File: src/rtl/i2c_target_responder_pkg.sv
// Shared types and constants for the I2C target responder.
// Latency: n/a (declarations only).
// Backpressure: n/a.
package i2c_target_responder_pkg;

    localparam int unsigned I2C_BYTE_W = 8;
    localparam logic        I2C_ACK    = 1'b0;
    localparam logic        I2C_NACK   = 1'b1;

    typedef enum logic [3:0] {
        ST_IDLE,
        ST_ADDR,
        ST_ADDR_ACK,
        ST_WR_DATA,
        ST_WR_ACK,
        ST_RD_LOAD,
        ST_RD_DATA,
        ST_RD_ACK,
        ST_IGNORE
    } tgt_state_e;

    // One-cycle bus events derived from the filtered SCL/SDA lines.
    typedef struct packed {
        logic start;
        logic stop;
        logic scl_rise;
        logic scl_fall;
    } bus_evt_t;

endpackage

File: src/rtl/i2c_target_responder_line_filter.sv
// Synchronizes one bus line, rejects pulses shorter than FILTER_LEN clks, flags edges.
// Latency: 2 sync clks + FILTER_LEN clks to level_o; rise/fall pulse with the new level.
// Backpressure: none; free-running on every clk.
module i2c_line_filter #(
    parameter int unsigned FILTER_LEN = 3
) (
    input  logic clk_i,
    input  logic rst_ni,
    input  logic line_i,
    output logic level_o,
    output logic rise_o,
    output logic fall_o
);

    localparam int unsigned CNT_W = (FILTER_LEN > 1) ? $clog2(FILTER_LEN) : 1;

    logic [1:0]       sync_q, sync_d;
    logic             level_q, level_d;
    logic             prev_q, prev_d;
    logic [CNT_W-1:0] cnt_q, cnt_d;

    // Accept a new level only after it has differed from the current one for FILTER_LEN clks.
    always_comb begin
        sync_d  = {sync_q[0], line_i};
        level_d = level_q;
        prev_d  = level_q;
        cnt_d   = '0;
        if (sync_q[1] != level_q) begin
            if (cnt_q == CNT_W'(FILTER_LEN - 1)) begin
                level_d = sync_q[1];
            end else begin
                cnt_d = cnt_q + 1'b1;
            end
        end
    end

    // Lines idle high, so every stage resets to 1 to avoid a false edge out of reset.
    always_ff @(posedge clk_i or negedge rst_ni) begin
        if (!rst_ni) begin
            sync_q  <= 2'b11;
            level_q <= 1'b1;
            prev_q  <= 1'b1;
            cnt_q   <= '0;
        end else begin
            sync_q  <= sync_d;
            level_q <= level_d;
            prev_q  <= prev_d;
            cnt_q   <= cnt_d;
        end
    end

    assign level_o = level_q;
    assign rise_o  = level_q & ~prev_q;
    assign fall_o  = ~level_q & prev_q;

endmodule

File: src/rtl/i2c_target_responder.sv
// I2C target: ACKs TARGET_ADDR, streams written bytes out and read bytes in.
// Latency: bus action 1 clk after the filtered edge (filter adds 2 + FILTER_LEN clks).
// Backpressure: stretches SCL while rd_valid_i is low (STRETCH_EN=1), else sends 8'hFF.
module i2c_target_responder
    import i2c_target_responder_pkg::*;
#(
    parameter logic [6:0]  TARGET_ADDR = 7'h22,
    parameter int unsigned FILTER_LEN  = 3,
    parameter bit          STRETCH_EN  = 1'b1
) (
    input  logic       clk_i,
    input  logic       rst_ni,
    input  logic       scl_i,
    input  logic       sda_i,
    output logic       scl_drive_low_o,
    output logic       sda_drive_low_o,
    output logic       xfer_start_o,
    output logic       xfer_rw_o,
    output logic       xfer_stop_o,
    output logic [7:0] wr_data_o,
    output logic       wr_valid_o,
    input  logic [7:0] rd_data_i,
    input  logic       rd_valid_i,
    output logic       rd_ready_o,
    output logic       rd_nack_o
);

    localparam logic [3:0] BYTE_CNT = 4'(I2C_BYTE_W);
    localparam logic [3:0] LAST_BIT = BYTE_CNT - 4'd1;

    logic     scl_lvl, scl_rise, scl_fall;
    logic     sda_lvl, sda_rise, sda_fall;
    bus_evt_t evt;

    tgt_state_e state_q, state_d;
    logic [3:0] cnt_q, cnt_d;
    logic [7:0] shift_q, shift_d;
    logic [7:0] wr_data_q, wr_data_d;
    logic       sda_low_q, sda_low_d;
    logic       scl_low_q, scl_low_d;
    logic       rw_q, rw_d;
    logic       matched_q, matched_d;
    logic       start_q, start_d;
    logic       stop_q, stop_d;
    logic       wr_vld_q, wr_vld_d;
    logic       rd_rdy_q, rd_rdy_d;
    logic       rd_nack_q, rd_nack_d;

    i2c_line_filter #(.FILTER_LEN(FILTER_LEN)) u_scl_filt (
        .clk_i  (clk_i),
        .rst_ni (rst_ni),
        .line_i (scl_i),
        .level_o(scl_lvl),
        .rise_o (scl_rise),
        .fall_o (scl_fall)
    );

    i2c_line_filter #(.FILTER_LEN(FILTER_LEN)) u_sda_filt (
        .clk_i  (clk_i),
        .rst_ni (rst_ni),
        .line_i (sda_i),
        .level_o(sda_lvl),
        .rise_o (sda_rise),
        .fall_o (sda_fall)
    );

    assign evt = '{start: sda_fall & scl_lvl, stop: sda_rise & scl_lvl,
                   scl_rise: scl_rise, scl_fall: scl_fall};

    // Protocol FSM: START/STOP override everything, then per-state bit handling.
    always_comb begin
        state_d   = state_q;
        cnt_d     = cnt_q;
        shift_d   = shift_q;
        wr_data_d = wr_data_q;
        sda_low_d = sda_low_q;
        scl_low_d = 1'b0;
        rw_d      = rw_q;
        matched_d = matched_q;
        start_d   = 1'b0;
        stop_d    = 1'b0;
        wr_vld_d  = 1'b0;
        rd_rdy_d  = 1'b0;
        rd_nack_d = 1'b0;
        if (evt.start) begin
            state_d   = ST_ADDR;
            cnt_d     = '0;
            sda_low_d = 1'b0;
            matched_d = 1'b0;
        end else if (evt.stop) begin
            state_d   = ST_IDLE;
            cnt_d     = '0;
            sda_low_d = 1'b0;
            stop_d    = matched_q;
            matched_d = 1'b0;
        end else begin
            unique case (state_q)
                ST_ADDR: begin
                    if (evt.scl_rise && cnt_q < BYTE_CNT) begin
                        shift_d = {shift_q[6:0], sda_lvl};
                        cnt_d   = cnt_q + 4'd1;
                    end else if (evt.scl_fall && cnt_q == BYTE_CNT) begin
                        cnt_d = '0;
                        if (shift_q[7:1] == TARGET_ADDR) begin
                            sda_low_d = 1'b1;
                            rw_d      = shift_q[0];
                            start_d   = 1'b1;
                            matched_d = 1'b1;
                            state_d   = ST_ADDR_ACK;
                        end else begin
                            state_d = ST_IGNORE;
                        end
                    end
                end
                ST_ADDR_ACK: begin
                    if (evt.scl_fall) begin
                        sda_low_d = 1'b0;
                        cnt_d     = '0;
                        state_d   = rw_q ? ST_RD_LOAD : ST_WR_DATA;
                    end
                end
                ST_WR_DATA: begin
                    if (evt.scl_rise && cnt_q < BYTE_CNT) begin
                        shift_d = {shift_q[6:0], sda_lvl};
                        cnt_d   = cnt_q + 4'd1;
                        if (cnt_q == LAST_BIT) begin
                            wr_data_d = {shift_q[6:0], sda_lvl};
                            wr_vld_d  = 1'b1;
                        end
                    end else if (evt.scl_fall && cnt_q == BYTE_CNT) begin
                        sda_low_d = 1'b1;
                        cnt_d     = '0;
                        state_d   = ST_WR_ACK;
                    end
                end
                ST_WR_ACK: begin
                    if (evt.scl_fall) begin
                        sda_low_d = 1'b0;
                        state_d   = ST_WR_DATA;
                    end
                end
                ST_RD_LOAD: begin
                    // Keep any stretch one more clk so bit7 settles before SCL is let go.
                    if (rd_valid_i) begin
                        shift_d   = rd_data_i;
                        sda_low_d = ~rd_data_i[7];
                        rd_rdy_d  = 1'b1;
                        scl_low_d = scl_low_q;
                        cnt_d     = '0;
                        state_d   = ST_RD_DATA;
                    end else if (STRETCH_EN) begin
                        scl_low_d = 1'b1;
                    end else begin
                        shift_d   = 8'hFF;
                        sda_low_d = 1'b0;
                        cnt_d     = '0;
                        state_d   = ST_RD_DATA;
                    end
                end
                ST_RD_DATA: begin
                    if (evt.scl_fall) begin
                        if (cnt_q == LAST_BIT) begin
                            sda_low_d = 1'b0;
                            cnt_d     = '0;
                            state_d   = ST_RD_ACK;
                        end else begin
                            shift_d   = {shift_q[6:0], 1'b0};
                            sda_low_d = ~shift_q[6];
                            cnt_d     = cnt_q + 4'd1;
                        end
                    end
                end
                ST_RD_ACK: begin
                    if (evt.scl_rise && sda_lvl == I2C_NACK) begin
                        rd_nack_d = 1'b1;
                        state_d   = ST_IGNORE;
                    end else if (evt.scl_fall) begin
                        state_d = ST_RD_LOAD;
                    end
                end
                default: ;
            endcase
        end
    end

    // State and output registers; reset releases both bus lines at once.
    always_ff @(posedge clk_i or negedge rst_ni) begin
        if (!rst_ni) begin
            state_q   <= ST_IDLE;
            cnt_q     <= '0;
            shift_q   <= '0;
            wr_data_q <= '0;
            sda_low_q <= 1'b0;
            scl_low_q <= 1'b0;
            rw_q      <= 1'b0;
            matched_q <= 1'b0;
            start_q   <= 1'b0;
            stop_q    <= 1'b0;
            wr_vld_q  <= 1'b0;
            rd_rdy_q  <= 1'b0;
            rd_nack_q <= 1'b0;
        end else begin
            state_q   <= state_d;
            cnt_q     <= cnt_d;
            shift_q   <= shift_d;
            wr_data_q <= wr_data_d;
            sda_low_q <= sda_low_d;
            scl_low_q <= scl_low_d;
            rw_q      <= rw_d;
            matched_q <= matched_d;
            start_q   <= start_d;
            stop_q    <= stop_d;
            wr_vld_q  <= wr_vld_d;
            rd_rdy_q  <= rd_rdy_d;
            rd_nack_q <= rd_nack_d;
        end
    end

    assign scl_drive_low_o = scl_low_q;
    assign sda_drive_low_o = sda_low_q;
    assign xfer_start_o    = start_q;
    assign xfer_rw_o       = rw_q;
    assign xfer_stop_o     = stop_q;
    assign wr_data_o       = wr_data_q;
    assign wr_valid_o      = wr_vld_q;
    assign rd_ready_o      = rd_rdy_q;
    assign rd_nack_o       = rd_nack_q;

endmodule

File: config.mk
export PLATFORM = sky130hd
export DESIGN_NAME = i2c_target_responder
export DESIGN_NICKNAME = d
export VERILOG_FILES = /design/src/rtl/i2c_target_responder_pkg.sv /design/src/rtl/i2c_target_responder_line_filter.sv /design/src/rtl/i2c_target_responder.sv
export SDC_FILE = /design/constraint.sdc
export NUM_CORES = 1
export LEC_CHECK = 0
export ABC_AREA = 1
export CAP_MARGIN = 20
export CELL_PAD_IN_SITES_DETAIL_PLACEMENT = 1
export CELL_PAD_IN_SITES_GLOBAL_PLACEMENT = 1
export CORE_AREA = 2 2 74 91
export DETAILED_ROUTE_END_ITERATION = 10
export DIE_AREA = 0 0 76 93
export GPL_TIMING_DRIVEN = 1
export PLACE_DENSITY_LB_ADDON = 0.1
export SYNTH_ARGS = -nofsm -noshare
export SYNTH_HDL_FRONTEND = slang
export SYNTH_SLANG_ARGS = --single-unit
export TNS_END_PERCENT = 30
File: constraint.sdc
create_clock -name clk_i -period 1.9 [get_ports clk_i]
set_input_delay 0.19 -clock clk_i [delete_from_list [all_inputs] [get_ports clk_i]]
set_output_delay 0.19 -clock clk_i [all_outputs]
set_load 0.005 [all_outputs]
# --- After elaboration in Yosys (flattened, before gate mapping) ---
# Index checks and enable logic that the tools add are counted.
word_totals:
  out_inout_bits: 16
  regBits: 45
  word_cells: 168
  inputBits: 13
op_classes:
  magnitude_cmp: 1
  eq_ne: 33
  n_bitwise: 15
  n_addsub: 3
  reduce_logical: 21
  mux: 74
ops:
  columns: ["op", "n"]
  rows:
  - ["4-bit 2-to-1 mux", 22]
  - ["4-bit inequality test (second input constant)", 11]
  - ["1-bit 2-to-1 mux", 39]
  - ["8-bit 2-to-1 mux", 4]
  - ["4-bit case mux with 7 select lines", 1]
  - ["8-bit case mux with 3 select lines", 1]
  - ["4-bit by 3-bit == test with 1-bit output (second input constant)", 5]
  - ["4-bit case mux with 4 select lines", 1]
  - ["3-bit nonzero test", 4]
  - ["11-bit AND reduction", 1]
  - ["5-bit AND reduction", 2]
  - ["1-bit NOT", 9]
  - ["9-bit AND reduction", 1]
  - ["9-bit nonzero test", 1]
  - ["4-bit by 2-bit == test with 1-bit output (second input constant)", 2]
  - ["2-bit 2-to-1 mux", 4]
  - ["7-bit by 6-bit == test with 1-bit output (second input constant)", 1]
  - ["7-bit AND reduction", 1]
  - ["7-bit nonzero test", 1]
  - ["1-bit AND", 6]
  - ["2-bit inequality test (second input constant)", 3]
  - ["6-bit AND reduction", 1]
  - ["6-bit nonzero test", 1]
  - ["5-bit by 1-bit inequality test with 1-bit output (second input constant)", 1]
  - ["other kinds (17)", 24]

# --- Longest topological paths before layout ---
depth:
  word_depth: 8
  mapped_depth: 11
  ltp_nobuf: 11

# --- Hierarchy ---
# Synthesis repeated with hierarchy kept, for this count alone.
hier_totals:
  cells_unflattened: 340
  hier_area_um2: 2506.2
modules_own_cells:
  columns: ["mod", "area_each_um2", "n_inst", "cells_each"]
  rows:
  - ["i2c_target_responder", 2040.7, 1, 290]
  - ["i2c_line_filter", 232.7, 2, 25]

# --- Least setup slack after synthesis ---
# No wires, ideal clock.
synth_path:
  path_type: "reg2reg"
  from: "register u_scl_filt.level_q, in the netlist u_scl_filt.level_o"
  to: "register state_q[0]"
  arrival_time_ns: 1.430
  period_less_slack_ns: 1.548
  path_stages_with_launch: 11
  path_slack_ns: 0.352
  n_path_buf: 1
  setup_time_ns: 0.118
  path_cell_list: "dfstp_2 > buf_6 > nand2_1 > nor2_2 > nor2_4 > nand2_4 > nand2_2 > nor2_4 > nand3_2 > nand2_1 > nand2_1"
synth_via:
  elab_chain_cells: 6
synth_lines:
  columns: ["item", "line_no", "rtl"]
  rows:
  - ["start, declared", "i2c_target_responder_line_filter.sv:18", "logic level_q, level_d;"]
  - ["start signal, assigned", "i2c_target_responder_line_filter.sv:46", "level_q <= level_d;"]
  - ["1-bit AND", "i2c_target_responder_line_filter.sv:53", "assign rise_o = level_q & ~prev_q;"]
  - ["1-bit logical AND", "i2c_target_responder.sv:174", "if (evt.scl_rise && sda_lvl == I2C_NACK) begin"]
  - ["4-bit 2-to-1 mux", "i2c_target_responder.sv:174", null]
  - ["4-bit case mux with 7 select lines", "i2c_target_responder.sv:97", "unique case (state_q)"]
  - ["4-bit 2-to-1 mux", "i2c_target_responder.sv:90", "end else if (evt.stop) begin"]
  - ["4-bit 2-to-1 mux", "i2c_target_responder.sv:85", "if (evt.start) begin"]
  - ["end signal, assigned", "i2c_target_responder.sv:203", "state_q <= state_d;"]
  - ["end, declared", "i2c_target_responder.sv:35", "tgt_state_e state_q, state_d;"]
# Several ways; a longest one is shown, not always the timed one.
# A chain may end at the register's enable or synchronous reset.

# --- Final worst setup path ---
layout_path:
  from: "register u_sda_filt.level_q, in the netlist u_sda_filt.level_o"
  to: "register cnt_q[2]"
layout_via:
  elab_chain_cells: 5
layout_lines:
  columns: ["item", "line_no", "rtl"]
  rows:
  - ["start, declared", "i2c_target_responder_line_filter.sv:18", null]
  - ["start signal, assigned", "i2c_target_responder_line_filter.sv:46", null]
  - ["1-bit NOT", "i2c_target_responder_line_filter.sv:54", "assign fall_o = ~level_q & prev_q;"]
  - ["1-bit AND", "i2c_target_responder_line_filter.sv:54", null]
  - ["1-bit AND", "i2c_target_responder.sv:67", "assign evt = '{start: sda_fall & scl_lvl, stop: sda_rise & scl_lvl,"]
  - ["5-bit by 1-bit inequality test with 1-bit output (no source line) (tied with other cells)", null, null]
  - ["5-bit AND reduction (no source line)", null, null]
  - ["end signal, assigned", "i2c_target_responder.sv:204", "cnt_q <= cnt_d;"]
  - ["end, declared", "i2c_target_responder.sv:36", "logic [3:0] cnt_q, cnt_d;"]
# Several ways; a longest one is shown, not always the timed one.

==> impl_metrics.json <==
{
  "grt-ovfl-total": 0,
  "wire_per_inst_um": 14.4,
  "cts_made_buffers": 5,
  "fin_total_pwr_w": 0.00371,
  "finClkSkew_ns": 0.00869,
  "ios": 29,
  "power.internal_w": 0.00215,
  "p_sw_w": 0.00156,
  "status": "complete, no violations",
  "finalSetupViolCount": 0,
  "min_period_over_period": 0.938,
  "post-place-ws_ns": 0.0844,
  "gp_congestion": 0.965,
  "instances_no_fill": 438,
  "fin_crit_ns": 1.78,
  "synth-edff-count": 0,
  "drt-vias-per-instance": 4.88,
  "clock_tree.root_cell": "clkbuf_8",
  "power_frac_comb": 0.428,
  "die_y_um": 93,
  "hpwlAfterDp_um": 5020,
  "dpl.cell_count": 426,
  "drv_cap": 0,
  "firstDrtPassIters": 4,
  "io_buffers": 28,
  "hold_viol_final": 0,
  "grt_max_degree": 27,
  "die-area_mm2": 0.00707,
  "initial_core_util": 0.408,
  "ant_nets": 0,
  "antenna_found_initial": 0,
  "h-tree-depth": 2,
  "switching_share": 0.421,
  "end_kind": "register",
  "syn_area_mm2": 0.00253,
  "drive_gt1_frac": 0.246,
  "power_density_mw_per_mm2": 1210,
  "finalSetupTns_ns": 0,
  "slew_viol_final": 0,
  "drc": 0,
  "synth_cell_type_count": 29,
  "routed_wl_um": 6320,
  "hold_class": "in2async",
  "cts_tree": "built",
  "crit_type": "reg2reg",
  "synthFlopType": "dfrtp_1",
  "synth_warnings": 0,
  "layout_setup_ws_ns": 0.117,
  "cts_sinks": 45,
  "crit_fanout": 9,
  "cp.arrival_ns": 1.98,
  "rows": 32,
  "slew_headroom": 0.692,
  "rsz0062_at_grt": "no",
  "ys_ff_latch": 45,
  "fmax_ghz": 0.561,
  "layout.nets": 367,
  "power.leakage_nw": 1.47,
  "clk_pin_slew_ns": 0.09,
  "syn2layout_area_growth_pct": 20.7,
  "num_antenna_cells": 0,
  "syn_area_per_cell_um2": 8.09,
  "postSynthCellCount": 313,
  "vias": 2138,
  "required_ns": 2.10,
  "clkPwrFrac": 0.198,
  "synth_seq_area_share": 0.449,
  "vdd_ir_drop_max_mv": 0.514,
  "syn-num-nets": 328,
  "grt_pass1_vias": 2270,
  "clk_latency_ns": 0.30,
  "grt_usage": 0.196,
  "ys_async_sr_fraction": 1.00,
  "grt_pass1_wl_um": 11000,
  "synth.largest_area_cell": "dfrtp_1",
  "pwr-share-seq": 0.374,
  "coreArea_mm2": 0.00621,
  "clockBufferDepth": 2,
  "drt_iter0_markers": 80,
  "dieWidth_um": 76,
  "synth_area_leaders": "dfrtp_1 37%, nand2_1 11%, dfstp_2 8.3%, inv_1 5.2%, o21ai_2 4.8%",
  "yosysTopAreaCellShare": 0.366,
  "worst_pin_slew_ns": 0.459,
  "cp-start-kind": "register"
}
## stage by stage
step | utilization | hold slack, ns | instance area, um^2
4_1_cts | 0.486 | 0.210 | 3020
6_report | 0.493 | 0.208 | 3060
5_1_grt | 0.493 | 0.215 | 3060
3_3_place_gp | 0.467 | -0.0117 | 2900
2_1_floorplan | - | -0.106 | 2530
3_5_place_dp | 0.467 | -0.0125 | 2900
## worst paths after layout
path | cells after the start | from | slack (ns) | endpoint
setup / recovery | 8 | u_sda_filt.level_o | 0.12 | cnt_q[2]
hold / removal | 2 | rst_ni | 0.21 | xfer_start_o
setup reg to reg | 8 | u_sda_filt.level_o | 0.12 | cnt_q[2]
hold reg to reg | 0 | u_sda_filt.sync_q[0] | 0.36 | u_sda_filt.sync_q[1]
max in group asynchronous | 3 | rst_ni | 1.15 | u_scl_filt.prev_q
min in group clk_i | 1 | scl_i | 0.28 | u_scl_filt.sync_q[0]
## flip-flops by register name, summed over array words and instances (netlist names), 2 cells and up
register / flops
shift_q: 8
wr_data_o: 8
cnt_q: 4
state_q: 4
u_scl_filt.cnt_q: 2
u_scl_filt.sync_q: 2
u_sda_filt.cnt_q: 2
u_sda_filt.sync_q: 2
## critical path, cell delays in order, from the launching register on
cell and delay [ns]:
dfstp_2 0.63, nor2_2 0.08, nor2_4 0.29, nand2_2 0.12, o21ai_1 0.19, nor2_2 0.10, buf_4 0.15, nand3_1 0.06
nand2_1 0.05
## per-layer routing
| metal | share of wire | up-vias | global-route usage |
|---|---|---|---|
| li1 | - | 1066 | - |
| met1 | 0.43 | 1024 | 0.226 |
| met2 | 0.53 | 34 | 0.364 |
| met3 | 0.021 | 14 | 0.0270 |
| met4 | 0.028 | 0 | 0.0848 |
| met5 | 0 | - | 0 |
## repair_timing
action,4_1_cts,5_1_grt
hold buffers,1,0
setup endpoints to repair,0,8
gates resized for setup,0,4
hold endpoints to repair,37,0
setup buffers,0,3
## kinds of logic after synthesis
logic type	Yosys count	synth area share
simple gates	175	0.345
buf+inv	48	0.0855
flops	45	0.449
compound gates	40	0.101
xor+xnor	3	0.0104
fa+ha+maj	2	0.00988
## power groups by stage
stage                     Combinational (W)  Sequential (W)  Clock (W)
after floorplan                     0.00119         0.00134          0
after global placement              0.00150         0.00140          0
after detailed placement            0.00153         0.00142          0
after CTS                           0.00153         0.00140   0.000751
after global routing                0.00178         0.00142   0.000784
final                               0.00159         0.00139   0.000734
## placed cells by master, fill, tap and decap left out, drive strengths merged, types with 2 or more instances in the layout
| master | n |
|---|---|
| dfstp | 8 |
| nor3 | 7 |
| a21oi | 3 |
| dfrtp | 37 |
| ha | 2 |
| nand4 | 7 |
| nor2 | 42 |
| clkdlybuf4s50 | 27 |
| nand2 | 94 |
| nand3 | 24 |
| o21ai | 36 |
| inv | 43 |
| clkbuf | 6 |
| xnor2 | 2 |
| buf | 8 |
| clkinv | 2 |
## cells in the mapped netlist (2+ instances only)
master and n:
nand2_1 76, dfrtp_1 37, inv_1 35, nor2_1 27
nand3_1 20, o21ai_0 19, nand2_2 16, o21ai_2 14
nor2_2 9, dfstp_2 8, inv_2 7, nor3_1 7
nand4_1 6, nor2_4 6, nand3_2 4, a21oi_1 3
o21ai_1 3, buf_6 2, ha_1 2, nand2_4 2
xnor2_1 2
## layout make-up
type | count | area, um^2
timing repair buffer | 36 | 338
sequential | 45 | 1140
tap | 85 | 106
inverter | 44 | 169
multi-input combinational | 220 | 1190
clock inverter | 2 | 38.8
fill | 762 | 3150
clock buffer | 6 | 72.6
No activity file was read; power rests on OpenSTA's default activity.
